**config.mk**
```make
export PLATFORM = sky130hd
export DESIGN_NAME = pipe_chain
export DESIGN_NICKNAME = d
export VERILOG_FILES = /design/src/rtl/pipe_chain.sv
export SDC_FILE = /design/constraint.sdc
export NUM_CORES = 1
export LEC_CHECK = 0
export ABC_AREA = 1
export ABC_CLOCK_PERIOD_IN_PS = 8700
export CORE_MARGIN = 1.5
export CORE_UTILIZATION = 35
export CTS_CLUSTER_SIZE = 30
export DETAILED_ROUTE_END_ITERATION = 10
export HOLD_SLACK_MARGIN = 0.08
export PLACE_DENSITY = 0.62
export SKIP_LAST_GASP = 1
export SLEW_MARGIN = 30
export SYNTH_ARGS = -nofsm -noshare
export SYNTH_HDL_FRONTEND = slang
export SYNTH_SLANG_ARGS = --single-unit
```
**constraint.sdc**
```tcl
create_clock -name clk -period 8.7 [get_ports clk]
set_input_delay 2.175 -clock clk [delete_from_list [all_inputs] [get_ports clk]]
set_output_delay 2.175 -clock clk [all_outputs]
set_load 0.02 [all_outputs]
```
**src/rtl/pipe_chain.sv**
```systemverilog
// rtl/pipe_chain.sv - elastic pipeline with per-stage kill, global stall and bubble collapse
module pipe_chain #(
  parameter int WIDTH = 32,
  parameter int DEPTH = 4
) (
  input  logic                       clk,
  input  logic                       rst,
  input  logic                       in_valid,
  output logic                       in_ready,
  input  logic [WIDTH-1:0]           in_data,
  output logic                       out_valid,
  input  logic                       out_ready,
  output logic [WIDTH-1:0]           out_data,
  input  logic                       stall,
  input  logic [DEPTH-1:0]           kill,
  output logic [$clog2(DEPTH+1)-1:0] count
);

  localparam int CW = $clog2(DEPTH+1);

  logic [DEPTH-1:0] valid;
  logic [DEPTH-1:0] valid_nxt;
  logic [DEPTH-1:0] adv;
  logic [WIDTH-1:0] data [DEPTH];
  logic             take;
  logic [CW-1:0]    count_nxt;

  assign out_valid = rst & valid[DEPTH-1] & ~kill[DEPTH-1] & ~stall;
  assign out_data  = rst ? data[DEPTH-1] : '0;

  // Walk oldest to youngest: 'down_free' is whether the stage just downstream
  // will be empty after this edge, which lets a live item fill any bubble.
  always_comb begin
    logic down_free;
    logic step;
    valid_nxt = '0;
    adv       = '0;
    in_ready  = 1'b0;
    take      = 1'b0;
    count_nxt = '0;
    down_free = ~valid[DEPTH-1] | kill[DEPTH-1] | (out_valid & out_ready);
    valid_nxt[DEPTH-1] = valid[DEPTH-1] & ~down_free;
    for (int i = DEPTH-2; i >= 0; i--) begin
      step   = valid[i] & ~kill[i] & ~stall & down_free;
      adv[i] = step;
      if (step) valid_nxt[i+1] = 1'b1;
      down_free    = ~valid[i] | kill[i] | step;
      valid_nxt[i] = valid[i] & ~down_free;
    end
    in_ready = rst & ~stall & down_free;
    take     = in_valid & in_ready;
    if (take) valid_nxt[0] = 1'b1;
    for (int i = 0; i < DEPTH; i++) begin
      count_nxt = count_nxt + CW'(valid_nxt[i]);
    end
  end

  always_ff @(posedge clk) begin
    if (!rst) begin
      valid <= '0;
      count <= '0;
      for (int i = 0; i < DEPTH; i++) data[i] <= '0;
    end else begin
      valid <= valid_nxt;
      count <= count_nxt;
      if (take) data[0] <= in_data;
      for (int i = 1; i < DEPTH; i++) begin
        if (adv[i-1]) data[i] <= data[i-1];
      end
    end
  end

endmodule
```
; Word-level counts from Yosys, hierarchy flattened
; Memories as Yosys holds them, arrays and structs flattened.
; Cells that the tools add are included.
[op_classes]
n_addsub = 3
muxes = 22
bitwise_logic = 45
[op_table]
columns = operator, count
row1 = $mux W32, 5
row2 = $and A1 B1 Y1, 20
row3 = $mux W1, 17
row4 = $not A1 Y1, 13
row5 = $or A1 B1 Y1, 12
row6 = $add A2 B1 Y3, 1
row7 = $add A3 B1 Y3, 1
row8 = $add A1 B1 Y2, 1
[totals]
register_bits = 7
ramBits = 128
inputBits = 41
wordCells = 73
memories = 1
[mem_list]
columns = memory, depth, width, rd, rd_clocked_by_memory_dff, wr, line
row1 = data, 4, 32, 4, 0, 4, 24  ; logic [WIDTH-1:0] data [DEPTH];

; Logic depth before layout (Yosys ltp)
[logic_depth]
word_depth = 17
depth_mapped = 15

; Worst setup path before layout
; No wires, ideal clock.
[synth_path]
path_kind = input to output
start = input port rst
end = output port in_ready
arrival_ps = 3159
required_time_ps = 6525
setup_slack_ps = 3366
cell_stages = 9
n_path_buf = 1
path_cell_list = buf_4 -> nand3_2 -> nand2_2 -> nand2_2 -> nand2_4 -> nand2_4 -> nand2_4 -> nand2_2 -> a21oi_1
[synth_via]
elab_chain_cells = 12
elab_cells_between_ends = 13
[synth_lines]
columns = element, line
row1 = from (decl), 7  ; input logic rst,
row2 = $and A1 B1 Y1 (3 in a row), 28  ; assign out_valid = rst & valid[DEPTH-1] & ~kill[DEPTH-1] & ~stall;
row3 = $and A1 B1 Y1, 41  ; down_free = ~valid[DEPTH-1] | kill[DEPTH-1] | (out_valid & out_ready);
row4 = $or A1 B1 Y1, 41
row5 = $and A1 B1 Y1, 44  ; step = valid[i] & ~kill[i] & ~stall & down_free;
row6 = $or A1 B1 Y1, 47  ; down_free = ~valid[i] | kill[i] | step;
row7 = $and A1 B1 Y1, 44
row8 = $or A1 B1 Y1, 47
row9 = $and A1 B1 Y1, 44
row10 = $or A1 B1 Y1, 47
row11 = $and A1 B1 Y1 *, 50  ; in_ready = rst & ~stall & down_free;
row12 = to (decl), 9  ; output logic in_ready,
; Every way passes the cells marked *; elsewhere a longest branch is shown, timed or not.

; Worst setup path after layout
; Ends and elaborated chain as after synthesis.

==> summary.txt <==
run status -> finished clean
Clock Sinks -> 135
Hold Violations, Final -> 0
Die W -> 131 um
Initial Util -> 35.9%
Yosys top cell by area -> edfxtp_1
Final Setup Violations -> 0
Min Clock Period, post-route -> 6610 ps
share of the synthesized area in the top cell type -> 67.1%
Max VDD drop -> 0.136 mV
DR vias/cell -> 3.76
Cells after Synth -> 527
Synth Warn # -> 0
largest net degree at the start of global routing -> 46
crit path from -> rst
fillers -> 1456
top cells by area, synth -> edfxtp_1 67%, inv_1 11%, nor2_1 7.4%, nor2_4 3.5%, nand2_1 3.0%
core area -> 15900 um2
Routed Antenna Nets -> 0
Syn-to-layout area delta -> 28.6%
depth of the most critical reg-to-reg path -> 11
Hold Path Class -> reg -> reg
IO buf count -> 77
startpoint types -> primary input
DRT Wirelength -> 8160 um
Syn Nets -> 571
critical path class -> in -> out
Setup TNS -> 0 ps
Final Wtd Congestion -> 0.724
clk buf depth -> 2
I/O pin count -> 78
# Post-CTS Setup Buffers -> 0
initial antenna violation count -> 0
CTS tree -> yes
Multi-input gate area -> 1000 um2
share of cells above drive strength 1 -> 10.7%
CP max stage delay -> 610 ps
RSZ-0062 raised after global routing -> false
Post-DP HPWL -> 5690 um
Synth Register Bits -> 135
total track usage -> 10.5%
fin crit share -> 76.0%
WL/cell -> 9.72 um
Inserted Diodes -> 0
CP Data Arrival Time -> 4440 ps
f_max -> 151 MHz
Clock Latency Late Sink -> 400 ps
Worst-Margin Slew -> 768 ps
wire length of the first global-routing pass -> 13600 um
first-pass iteration count of the detailed router -> 4
GR Overflow Total -> 0
Synth Cell Area -> 5720 um2
CTS Hold Bufs -> 0
sequential area share after synthesis -> 69.6%
final hold slack -> 544 ps
die area -> 17100 um2
Worst Clk Skew -> 5.93 ps
FF/Latch Area -> 3980 um2
# rows -> 46
Final nets -> 655
worst flop-to-flop path startpoint -> valid[2]
TritonCTS Buffers -> 17
PwrDens -> 215 nW/um2
Unique masters post-synth -> 22
Design Power -> 0.00158 W
Max Slew Vio Count -> 0
crit path cell chain -> clkdlybuf4s50_1 -> buf_4 -> nand3_2 -> nand2_2 -> nand2_2 -> nand2_4 -> nand2_4 -> nand2_4 -> nand2_2 -> a21oi_1 -> clkdlybuf4s50_1
initial DRC count -> 168
root buf cell -> clkbuf_16
CP Max Fanout -> 45
vias in the first global route -> 3044
Syn Area/Cell -> 10.9 um2
maxcap violations -> 0
hold path start -> data[0][86]
post-CTS sizing -> 0
Slew headroom -> 48.8%
Crit-path slowest cell -> clkdlybuf4s50_1
crit end category -> output pin
Worst Hold Path Cells -> 2
# DRC -> 0
Die Y -> 131 um
clk slew on worst S/H paths -> 60 ps
critical path data required time -> 6530 ps
Via Count -> 3156
H-tree levels -> 4
leak pwr -> 3.24 nW
[cell families (layout without fill, tap and decap cells)]
| group | after synthesis | after routing | share of synthesized area [%] |
|---|---|---|---|
| buffers and inverters | 192 | 289 | 13.1 |
| DFF | 135 | 135 | 69.6 |
| and+or+nand+nor | 192 | 192 | 16.1 |
| adders and majority gates | 3 | 3 | 0.787 |
| AOI/OAI and AO/OA | 5 | 5 | 0.437 |
[sequential cells by signal (all words and copies together) (netlist names)]
signal / count
count: 3
valid: 4
data: 128
[metrics by stage]
stage / instances / setup WS (ps) / cell area (um2) / utilization [%]
after detailed placement: 808 / 2070 / 6720 / 42.2
final: 840 / 2090 / 7360 / 46.2
after floorplan: 527 / 3370 / 5720 / -
after global placement: 808 / 2180 / 6710 / 42.1
after global routing: 840 / 1930 / 7360 / 46.2
after CTS: 840 / 2060 / 7360 / 46.2
[routing by layer]
metal	global-route usage [%]	routed length (um)	vias to the layer above	part of all wire, %
li1	-	-	1723	-
met1	12.6	3770	1340	46
met2	16.8	3750	76	46
met3	3.30	456	17	5.6
met4	5.49	190	0	2.3
met5	0	0	-	0
[cell usage in the layout (no fill, tap or decap), types with 3 or more instances in the layout]
master             n
dfxtp_1            7
nor2_4            18
inv_1            173
bufinv_16          5
nor2_1           113
nand2_1           45
clkbuf_16         17
clkdlybuf4s50_1   77
buf_4              5
nand3_2            4
a21oi_1            4
clkinv_4           3
edfxtp_1         128
nand2_4            3
nand2_2            4
[synth_stat cells (all sizes together)]
library cell,instances
a21oi,4
dfxtp,7
nor2,133
nand3,5
clkbuf,10
buf,7
fa,1
inv,175
ha,2
nand2,52
edfxtp,128
o21ai,1
nor3,2
[critical path: cells and delay by family]
kind,cells,cell delay [ps]
AOI/OAI and AO/OA,1,120
and+or+nand+nor,7,680
buffers and inverters,3,1450
[power by group]
group	internal [W]	leakage [nW]	switching, W
clock network	0.000507	0.302	0.000248
registers	0.000736	1.39	0.00000637
logic	0.0000357	1.54	0.0000467
[worst paths after layout]
| path | slack, ps | end |
|---|---|---|
| worst max-delay path | 2090 | in_ready |
| worst min-delay path | 540 | data[0][118] |
| worst max register to register | 6050 | data[0][22] |
| worst min register to register | 540 | data[0][118] |
[layout make-up]
type                    instances  share of cell area, %
clock buffers                  19                   5.88
inverters                     175                   8.92
multi-input cells             200                   13.6
repair buffers                 82                   11.0
well taps                     216                   3.67
clock inverters                13                   2.77
flip-flops and latches        135                   54.1
(Power assumes the default switching activity.)
